==> src/rtl/lsu_pkg.sv <==
// lsu_pkg: funct3 encodings, FSM state type and request legality helper for lsu_ctrl.
// Macro LSU_MISALIGNED_EN adds the SECOND state for word-crossing accesses.
package lsu_pkg;

  localparam int unsigned DATA_W = 32;

  localparam logic [2:0] F3_B  = 3'd0;
  localparam logic [2:0] F3_H  = 3'd1;
  localparam logic [2:0] F3_W  = 3'd2;
  localparam logic [2:0] F3_BU = 3'd4;
  localparam logic [2:0] F3_HU = 3'd5;

  typedef enum logic [1:0] {
    IDLE   = 2'd0,
    ACCESS = 2'd1,
`ifdef LSU_MISALIGNED_EN
    SECOND = 2'd2,
`endif
    RESP   = 2'd3
  } lsu_state_e;

  // Encodings with no defined access, including unsigned-load codes used for a store.
  function automatic logic f3_illegal(input logic [2:0] f3, input logic is_store);
    logic v_bad;
    case (f3)
      F3_B, F3_H, F3_W: v_bad = 1'b0;
      F3_BU, F3_HU:     v_bad = is_store;
      default:          v_bad = 1'b1;
    endcase
    return v_bad;
  endfunction

endpackage

==> src/rtl/lsu_align.sv <==
// lsu_align: byte-lane enables, store data positioning and load extract/extension.
// Works on a 64-bit window (low word, high word) so word-crossing accesses fall out naturally.
module lsu_align
  import lsu_pkg::*;
(
  input  logic [2:0]        i_funct3,
  input  logic [1:0]        i_off,
  input  logic [DATA_W-1:0] i_wdata,
  input  logic [DATA_W-1:0] i_rdata_lo,
  input  logic [DATA_W-1:0] i_rdata_hi,
  output logic [3:0]        o_we_lo_c,
  output logic [3:0]        o_we_hi_c,
  output logic [DATA_W-1:0] o_wdata_lo_c,
  output logic [DATA_W-1:0] o_wdata_hi_c,
  output logic [DATA_W-1:0] o_rdata_c,
  output logic              o_misaligned_c,
  output logic              o_cross_c
);

  logic [7:0]  w_mask8;
  logic [7:0]  w_lanes;
  logic [63:0] w_st64;
  logic [63:0] w_ld64;
  logic [31:0] w_raw;
  logic [4:0]  w_shamt;

  // Lane mask by access size, then positioned by byte offset (little-endian).
  always_comb begin
    w_mask8 = 8'h00;
    case (i_funct3[1:0])
      2'b00:   w_mask8 = 8'h01;
      2'b01:   w_mask8 = 8'h03;
      2'b10:   w_mask8 = 8'h0F;
      default: w_mask8 = 8'h00;
    endcase
    w_lanes   = w_mask8 << i_off;
    o_we_lo_c = w_lanes[3:0];
    o_we_hi_c = w_lanes[7:4];
  end

  // Store data shifted into lanes across the two-word window.
  always_comb begin
    w_shamt      = {i_off, 3'b000};
    w_st64       = {32'd0, i_wdata} << w_shamt;
    o_wdata_lo_c = w_st64[31:0];
    o_wdata_hi_c = w_st64[63:32];
  end

  // Load data right-aligned from the window, then sign/zero extended.
  always_comb begin
    w_ld64 = {i_rdata_hi, i_rdata_lo} >> w_shamt;
    w_raw  = w_ld64[31:0];
    case (i_funct3)
      F3_B:    o_rdata_c = {{24{w_raw[7]}}, w_raw[7:0]};
      F3_H:    o_rdata_c = {{16{w_raw[15]}}, w_raw[15:0]};
      F3_W:    o_rdata_c = w_raw;
      F3_BU:   o_rdata_c = {24'd0, w_raw[7:0]};
      F3_HU:   o_rdata_c = {16'd0, w_raw[15:0]};
      default: o_rdata_c = '0;
    endcase
  end

  // Alignment classification: misaligned halfword/word, and whether it spans two words.
  always_comb begin
    o_misaligned_c = ((i_funct3[1:0] == 2'b01) && i_off[0]) ||
                     ((i_funct3[1:0] == 2'b10) && (i_off != 2'b00));
    o_cross_c      = ((i_funct3[1:0] == 2'b01) && (i_off == 2'b11)) ||
                     ((i_funct3[1:0] == 2'b10) && (i_off != 2'b00));
  end

endmodule

==> src/rtl/lsu_ctrl.sv <==
// lsu_ctrl: single-outstanding load/store unit between a CPU request port and a word memory.
// Define LSU_MISALIGNED_EN to split word-crossing accesses into two memory cycles;
// otherwise every misaligned access is rejected with resp_err.
module lsu_ctrl
  import lsu_pkg::*;
#(
  parameter int unsigned ADDR_W = 32
) (
  input  logic              clk,
  input  logic              reset,
  input  logic              req_valid,
  output logic              req_ready,
  input  logic              req_we,
  input  logic [2:0]        req_funct3,
  input  logic [ADDR_W-1:0] req_addr,
  input  logic [DATA_W-1:0] req_wdata,
  output logic              resp_valid,
  output logic [DATA_W-1:0] resp_rdata,
  output logic              resp_err,
  output logic [ADDR_W-1:0] daddr,
  output logic [DATA_W-1:0] dwdata,
  output logic [3:0]        we,
  input  logic [DATA_W-1:0] drdata
);

  lsu_state_e        r_state, w_nstate;
  logic [1:0]        r_off;
  logic [2:0]        r_funct3;
  logic              r_is_store;
  logic [DATA_W-1:0] r_wdata;
  logic              r_err;
`ifdef LSU_MISALIGNED_EN
  logic              r_cross;
  logic [DATA_W-1:0] r_lo;
`endif

  logic              r_ready;
  logic              r_resp_valid;
  logic              r_resp_err;
  logic [DATA_W-1:0] r_resp_rdata;
  logic [ADDR_W-1:0] r_daddr;
  logic [DATA_W-1:0] r_dwdata;
  logic [3:0]        r_we;

  logic              w_ready_n;
  logic              w_resp_valid_n;
  logic              w_resp_err_n;
  logic [DATA_W-1:0] w_resp_rdata_n;
  logic [ADDR_W-1:0] w_daddr_n;
  logic [DATA_W-1:0] w_dwdata_n;
  logic [3:0]        w_we_n;

  logic              w_idle;
  logic [2:0]        w_f3;
  logic [1:0]        w_off;
  logic [DATA_W-1:0] w_wd;
  logic [DATA_W-1:0] w_rd_lo;
  logic [DATA_W-1:0] w_rd_hi;
  logic [3:0]        w_we_lo, w_we_hi;
  logic [DATA_W-1:0] w_wdata_lo, w_wdata_hi;
  logic [DATA_W-1:0] w_rdata_ext;
  logic              w_misal;
  logic              w_cross;
  logic              w_req_err;

  assign req_ready  = r_ready;
  assign resp_valid = r_resp_valid;
  assign resp_err   = r_resp_err;
  assign resp_rdata = r_resp_rdata;
  assign daddr      = r_daddr;
  assign dwdata     = r_dwdata;
  assign we         = r_we;

  // In IDLE the aligner looks at the incoming request; afterwards at the captured one.
  assign w_idle = (r_state == IDLE);
  assign w_f3   = w_idle ? req_funct3 : r_funct3;
  assign w_off  = w_idle ? req_addr[1:0] : r_addr_off();
  assign w_wd   = w_idle ? req_wdata : r_wdata;

  function automatic logic [1:0] r_addr_off();
    return r_off;
  endfunction

`ifdef LSU_MISALIGNED_EN
  // In SECOND the window is the saved low word plus the word now on drdata.
  assign w_rd_lo   = (r_state == SECOND) ? r_lo : drdata;
  assign w_rd_hi   = (r_state == SECOND) ? drdata : '0;
  assign w_req_err = f3_illegal(req_funct3, req_we);
`else
  logic w_unused;
  assign w_rd_lo   = drdata;
  assign w_rd_hi   = '0;
  assign w_req_err = f3_illegal(req_funct3, req_we) || w_misal;
  assign w_unused  = ^{w_cross, w_we_hi, w_wdata_hi};
`endif

  lsu_align u_align (
    .i_funct3       (w_f3),
    .i_off          (w_off),
    .i_wdata        (w_wd),
    .i_rdata_lo     (w_rd_lo),
    .i_rdata_hi     (w_rd_hi),
    .o_we_lo_c      (w_we_lo),
    .o_we_hi_c      (w_we_hi),
    .o_wdata_lo_c   (w_wdata_lo),
    .o_wdata_hi_c   (w_wdata_hi),
    .o_rdata_c      (w_rdata_ext),
    .o_misaligned_c (w_misal),
    .o_cross_c      (w_cross)
  );

  // State, captured request and registered outputs.
  always_ff @(posedge clk or posedge reset) begin
    if (reset) begin
      r_state      <= IDLE;
      r_off        <= '0;
      r_funct3     <= '0;
      r_is_store   <= 1'b0;
      r_wdata      <= '0;
      r_err        <= 1'b0;
`ifdef LSU_MISALIGNED_EN
      r_cross      <= 1'b0;
      r_lo         <= '0;
`endif
      r_ready      <= 1'b1;
      r_resp_valid <= 1'b0;
      r_resp_err   <= 1'b0;
      r_resp_rdata <= '0;
      r_daddr      <= '0;
      r_dwdata     <= '0;
      r_we         <= '0;
    end else begin
      r_state      <= w_nstate;
      r_ready      <= w_ready_n;
      r_resp_valid <= w_resp_valid_n;
      r_resp_err   <= w_resp_err_n;
      r_resp_rdata <= w_resp_rdata_n;
      r_daddr      <= w_daddr_n;
      r_dwdata     <= w_dwdata_n;
      r_we         <= w_we_n;
      if (w_idle && req_valid) begin
        r_off      <= req_addr[1:0];
        r_funct3   <= req_funct3;
        r_is_store <= req_we;
        r_wdata    <= req_wdata;
        r_err      <= w_req_err;
`ifdef LSU_MISALIGNED_EN
        r_cross    <= w_cross;
`endif
      end
`ifdef LSU_MISALIGNED_EN
      if ((r_state == ACCESS) && r_cross && !r_err) begin
        r_lo <= drdata;
      end
`endif
    end
  end

  // Next state and next values of the registered outputs.
  always_comb begin
    w_nstate       = r_state;
    w_ready_n      = 1'b0;
    w_resp_valid_n = 1'b0;
    w_resp_err_n   = 1'b0;
    w_resp_rdata_n = '0;
    w_daddr_n      = '0;
    w_dwdata_n     = '0;
    w_we_n         = '0;
    case (r_state)
      IDLE: begin
        w_ready_n = 1'b1;
        if (req_valid) begin
          w_nstate  = ACCESS;
          w_ready_n = 1'b0;
          if (!w_req_err) begin
            w_daddr_n = {req_addr[ADDR_W-1:2], 2'b00};
            if (req_we) begin
              w_we_n     = w_we_lo;
              w_dwdata_n = w_wdata_lo;
            end
          end
        end
      end
      ACCESS: begin
`ifdef LSU_MISALIGNED_EN
        if (r_cross && !r_err) begin
          w_nstate  = SECOND;
          w_daddr_n = r_daddr + ADDR_W'(4);
          if (r_is_store) begin
            w_we_n     = w_we_hi;
            w_dwdata_n = w_wdata_hi;
          end
        end else
`endif
        begin
          w_nstate       = RESP;
          w_resp_valid_n = 1'b1;
          w_resp_err_n   = r_err;
          if (!r_err && !r_is_store) begin
            w_resp_rdata_n = w_rdata_ext;
          end
        end
      end
`ifdef LSU_MISALIGNED_EN
      SECOND: begin
        w_nstate       = RESP;
        w_resp_valid_n = 1'b1;
        if (!r_is_store) begin
          w_resp_rdata_n = w_rdata_ext;
        end
      end
`endif
      RESP: begin
        w_nstate  = IDLE;
        w_ready_n = 1'b1;
      end
      default: begin
        w_nstate  = IDLE;
        w_ready_n = 1'b1;
      end
    endcase
  end

endmodule

==> config.mk <==
export PLATFORM = sky130hd
export DESIGN_NAME = lsu_ctrl
export DESIGN_NICKNAME = d
export VERILOG_FILES = /design/src/rtl/lsu_pkg.sv /design/src/rtl/lsu_align.sv /design/src/rtl/lsu_ctrl.sv
export SDC_FILE = /design/constraint.sdc
export NUM_CORES = 1
export LEC_CHECK = 0
export CAP_MARGIN = 20
export CORE_MARGIN = 2
export CORE_UTILIZATION = 50
export CTS_CLUSTER_DIAMETER = 100
export DETAILED_ROUTE_END_ITERATION = 7
export GPL_ROUTABILITY_DRIVEN = 1
export GPL_TIMING_DRIVEN = 0
export HOLD_SLACK_MARGIN = 0.05
export PLACE_DENSITY = 0.86
export SKIP_LAST_GASP = 1
export SLEW_MARGIN = 20
export SYNTH_ARGS = -nofsm -noshare
export SYNTH_HDL_FRONTEND = slang
export SYNTH_HIERARCHICAL = 1
export SYNTH_SLANG_ARGS = --single-unit
==> constraint.sdc <==
create_clock -name clk -period 5.91 [get_ports clk]
set_input_delay 1.182 -clock clk [delete_from_list [all_inputs] [get_ports clk]]
set_output_delay 1.182 -clock clk [all_outputs]
set_load 0.02 [all_outputs]
* Word level (Yosys, flattened, before mapping) *
Index checks and enable logic that the tools add are counted.

word-level totals
  flip-flop bits (word level) = 144
  latch bits = 0
  RAM bits = 0
  ROM bits = 0
  bits of input ports = 103
  output and inout port bits = 103
  logic and storage cells = 68
  memories = 0

cells by class
  add/sub/neg operators = 0
  $mul = 0
  div/mod/pow operators = 0
  $lt $le $gt $ge = 0
  eq/ne operators = 12
  shift-type cells = 3
  mux-type cells = 25
  bitwise logic cells = 0
  reductions and logical operators = 15

operator list
  cell                                                                    count
  32-bit two-way mux                                                      10
  32-bit one-hot mux with 5 select lines                                  1
  32-bit by 5-bit << shifter with 32-bit output                           1
  32-bit by 5-bit >> shifter with 32-bit output                           1
  4-bit two-way mux                                                       4
  3-bit equality test (second input constant)                             4
  4-bit one-hot mux with 3 select lines                                   1
  3-bit by 1-bit equality test with 1-bit output (second input constant)  2
  3-bit by 2-bit equality test with 1-bit output (second input constant)  2
  3-bit logical NOT                                                       2
  2-bit by 1-bit equality test with 1-bit output (second input constant)  2
  1-bit logical AND                                                       4
  2-bit logical NOT                                                       2
  2-bit two-way mux                                                       2
  1-bit one-hot mux with 2 select lines                                   2
  2-bit one-hot mux with 2 select lines                                   1
  4-bit by 2-bit << shifter with 4-bit output                             1
  1-bit two-way mux                                                       3
  3-bit two-way mux                                                       1
  3-bit OR reduction                                                      1
  2-bit equality test (second input constant)                             1
  1-bit logical NOT                                                       2
  1-bit logical OR                                                        2
  2-bit != test (second input constant)                                   1
  other kinds (2)                                                         2

* Logic depth before layout (Yosys ltp) *
  word-level depth = 9
  gate-level depth with buffers = 14
  depth with buffers taken out = 8

* Hierarchy *
Netlist, hierarchy kept.

modules (own cells, without submodules)
  module     times used  cells each  area an instance (um^2)  sequential area each (um^2)
  lsu_ctrl   1           407         5720.5                   3554.7
  lsu_align  1           261         2175.8                   0.0

* Least setup slack after synthesis *
Ideal clock, no wire load.

  path type = in2reg
  start = in req_addr[1]
  end = reg r_dwdata[10] (netlist: dwdata[10])
  library setup time = 96 ps
  arrival time = 3318 ps
  data required time = 5814 ps
  path slack = 2495 ps
  stages = 12
  path buffers = 7
  path through = mux2_2 buf_4 buf_4 buf_4 clkbuf_1 a21oi_1 nor2_1 or4b_1 clkbuf_1 buf_6 buf_6 nor4_2

between the ends
  longest elaborated chain between the ends = 8
  elaborated cells between the ends (all ways) = 10
  those cells by class = 1 x shift; 5 x mux; 4 x reduce/logical

RTL lines
  item                      RTL line         text
  start, declared           lsu_ctrl.sv:15   input logic [ADDR_W-1:0] req_addr,
  2-bit two-way mux         lsu_ctrl.sv:77   assign w_off = w_idle ? req_addr[1:0] : r_addr_off();
  2-bit nonzero test        lsu_align.sv:66  ((i_funct3[1:0] == 2'b10) && (i_off != 2'b00));
  1-bit logical AND         lsu_align.sv:66
  1-bit logical OR          lsu_align.sv:65  o_misaligned_c = ((i_funct3[1:0] == 2'b01) && i_off[0]) ||
  named net w_misal         lsu_ctrl.sv:62   logic w_misal;
  1-bit logical OR          lsu_ctrl.sv:93   assign w_req_err = f3_illegal(req_funct3, req_we) || w_misal;
  32-bit two-way mux        lsu_ctrl.sv:175  if (!w_req_err) begin
  32-bit two-way mux        lsu_ctrl.sv:172  if (req_valid) begin
  32-bit two-way mux        lsu_ctrl.sv:169  case (r_state)
  named net w_dwdata_n[10]  lsu_ctrl.sv:50   logic [DATA_W-1:0] w_dwdata_n;
  end signal, assigned      lsu_ctrl.sv:139  r_dwdata <= w_dwdata_n;
  end, declared             lsu_ctrl.sv:42   logic [DATA_W-1:0] r_dwdata;

The timed path passes the listed nets, and every way through them passes these cells.
A chain may end at the register's enable or synchronous reset.

* Final worst setup path *
  start = in req_addr[1]
  end = reg r_daddr[31] (netlist: daddr[31])

between the ends
  longest elaborated chain between the ends = 8

RTL lines
  item                     RTL line         text
  2-bit two-way mux        lsu_ctrl.sv:77
  named net w_off[1]       lsu_ctrl.sv:55   logic [1:0] w_off;
  2-bit nonzero test       lsu_align.sv:66
  1-bit logical AND        lsu_align.sv:66
  1-bit logical OR         lsu_align.sv:65
  named net w_misal        lsu_ctrl.sv:62
  1-bit logical OR         lsu_ctrl.sv:93
  32-bit two-way mux       lsu_ctrl.sv:175
  32-bit two-way mux       lsu_ctrl.sv:172
  32-bit two-way mux       lsu_ctrl.sv:169
  named net w_daddr_n[31]  lsu_ctrl.sv:49   logic [ADDR_W-1:0] w_daddr_n;
  end signal, assigned     lsu_ctrl.sv:138  r_daddr <= w_daddr_n;
  end, declared            lsu_ctrl.sv:41   logic [ADDR_W-1:0] r_daddr;

The timed path passes the listed nets, and every way through them passes these cells.

==> impl_metrics.toml <==
[layout]
n_fill_cell = 1048
multiInputGateArea_um2 = 3830
seq_area_um2 = 3550
drive_gt1_frac = 0.234
syn_to_final_growth_pct = 40.1
num-nets-final = 997
diodes = 0
layout.cells.non_filler = 1090

[clock_tree]
numClockSinks = 142
cts.htree.levels = 4
cts_resized = 0
clkSlewWorstSetupHoldPaths_ps = 60
clockBufferDepth = 2
cts_tree = "done"
cts_hold_buf = 0
cts_root_buf = "clkbuf_16"
clk_latency_ps = 430
cts_setup_buffers = 0
cts_made_buffers = 17

[global_route]
use_met1 = 0.322
busiest_layer = "met2"
grtUsageMet3 = 0.0515
antenna_found_initial = 0
overflow = 0
grt_max_degree = 99
grtUsageTotal = 0.250
grt_pass1_wl_um = 31100
use_met2 = 0.411
grt_pass1_vias = 5808

[synth]
synthesis.instances = 617
synth_area_um2 = 7620
avgSynthCellArea_um2 = 12.4
yosys_warnings = 6

[sta]
period_share = 0.648
setup-violations-final = 0
min_period_ps = 3830
finClkSkew_ps = 7.16
worstMarginPinSlew_ps = 673
rsz0062_at_grt = "no"
hold_violations = 0
slew-limit-headroom = 0.545
max_freq_mhz = 261
slew_viol_final = 0

[setup_path]
cp_cell_sequence = "clkdlybuf4s50_1 > mux2_2 > buf_4 > buf_4 > buf_4 > clkbuf_1 > a21oi_1 > nor2_1 > or4b_1 > clkbuf_1 > buf_6 > nor4b_1"
worstPathRequired_ps = 6160
cp_max_fo = 10
cpMostUsedCell = "buf_4"
startpoint_type = "input pin"
path_class = "input pin to flop"
worst_setup_path_end_kind = "flop"
max_stage_delay_ps = 520
arrival_ps = 4080
critPathSlowestCell = "nor4b_1"
crit_family = "buffers and inverters"
worst-path-buf-inv = 7

[power]
power.total_w = 0.00492
p_switching_w = 0.00185
p_clk_frac = 0.211
intPower_w = 0.00307
p_leak_nw = 4.56
power_density_nw_per_um2 = 461
switching_share = 0.375
p_comb_frac = 0.531
ir_drop_v = 0.000290
p_seq_frac = 0.259

[routing]
avgRoutedWirePerCell_um = 18.3
routed_wl_um = 19900
drc_errors = 0
firstDrtPassIters = 4
detail-route-antenna-nets = 0
avgViaCountPerCell = 5.38
via_count = 5865
drtIter0Drc = 360

[floorplanning]
core_um2 = 15000
die_area_um2 = 16300
num_rows = 45
ios = 206
die_w_um = 127
start_util = 0.507
dieHeight_um = 127

[place]
port_buffers = 203
gp_congestion = 0.864
dp_hpwl_um = 15000
dp_cells = 1058

[worst_hold_path]
hp-class = "flop to flop"

[run]
drv_cap = 0

[run_status]
status = "complete, no violations"
## flip-flops by register name (all words and copies together) (netlist names)
| name | count |
|---|---|
| r_wdata | 32 |
| r_is_store | 1 |
| daddr | 30 |
| we | 4 |
| r_funct3 | 3 |
| resp_rdata | 32 |
| resp_valid | 1 |
| r_err | 1 |
| req_ready | 1 |
| resp_err | 1 |
| r_off | 2 |
| r_state | 2 |
| dwdata | 32 |
## worst paths after layout
| kind | from | end | slack (ps) | depth (start not counted) |
|---|---|---|---|---|
| worst max register to register | r_state[1] | daddr[31] | 2200 | 13 |
| max in group asynchronous | reset | resp_rdata[17] | 3950 | 3 |
| min in group asynchronous | reset | daddr[12] | 1160 | 2 |
| worst max-delay path | req_addr[1] | daddr[31] | 2080 | 12 |
| worst min register to register | r_off[0] | r_off[0] | 500 | 1 |
| worst min-delay path | r_off[0] | r_off[0] | 500 | 1 |
## power groups by stage
stage	registers, W	logic (W)	clock network (W)
final	0.00127	0.00261	0.00104
after global routing	0.00129	0.00281	0.00109
after CTS	0.00128	0.00259	0.00105
after detailed placement	0.00129	0.00257	0
after global placement	0.00128	0.00252	0
after floorplan	0.00135	0.00185	0
## worst reg2reg max path, stage by stage, from the launching register on
cell	delay (ps)
dfrtp_1	370
buf_4	160
nor2_2	410
mux2_2	390
buf_4	180
buf_4	190
buf_4	170
clkbuf_1	120
a21oi_1	130
nor2_1	60
or4b_1	490
clkbuf_1	160
buf_6	180
nor4b_1	520
## cell type report
type / instances / share of cell area
Clock inverter: 14 / 0.0134
Multi-Input combinational cell: 454 / 0.359
Sequential cell: 142 / 0.333
Tap cell: 188 / 0.0220
Clock buffer: 18 / 0.0402
Inverter: 5 / 0.00246
Buffer: 65 / 0.0376
Timing Repair Buffer: 204 / 0.193
## routing by layer
| layer | up-vias | wire [µm] |
|---|---|---|
| met2 | 230 | 9830 |
| met1 | 2879 | 8250 |
| li1 | 2708 | - |
| met5 | - | 0 |
| met3 | 48 | 1200 |
| met4 | 0 | 644 |
## placed cells by master, fill, tap and decap left out, types with 5 or more instances in the layout
| master | count |
|---|---|
| dfrtp_1 | 141 |
| buf_2 | 16 |
| mux2_2 | 79 |
| buf_4 | 8 |
| clkbuf_1 | 28 |
| nor4_1 | 6 |
| mux4_2 | 25 |
| nor2b_1 | 11 |
| clkinv_2 | 5 |
| and2_1 | 42 |
| conb_1 | 50 |
| mux2i_1 | 35 |
| nor4b_1 | 31 |
| o21ai_0 | 12 |
| nor4_2 | 30 |
| buf_6 | 10 |
| clkbuf_16 | 17 |
| ha_1 | 5 |
| nand3_1 | 16 |
| nand2_1 | 67 |
| clkdlybuf4s50_1 | 203 |
| mux4_1 | 5 |
| nor2_1 | 17 |
## through the flow
stage	TNS (ps)	setup slack, ps	utilization	instance area (µm²)	hold WS [ps]
after floorplan	0	920	-	7810	475
after global placement	-124310	-895	0.670	10100	484
after detailed placement	0	1700	0.672	10100	492
after CTS	0	2140	0.711	10700	506
after global routing	0	1950	0.711	10700	515
final	0	2080	0.711	10700	504
No activity file was read; power rests on OpenSTA's default activity.
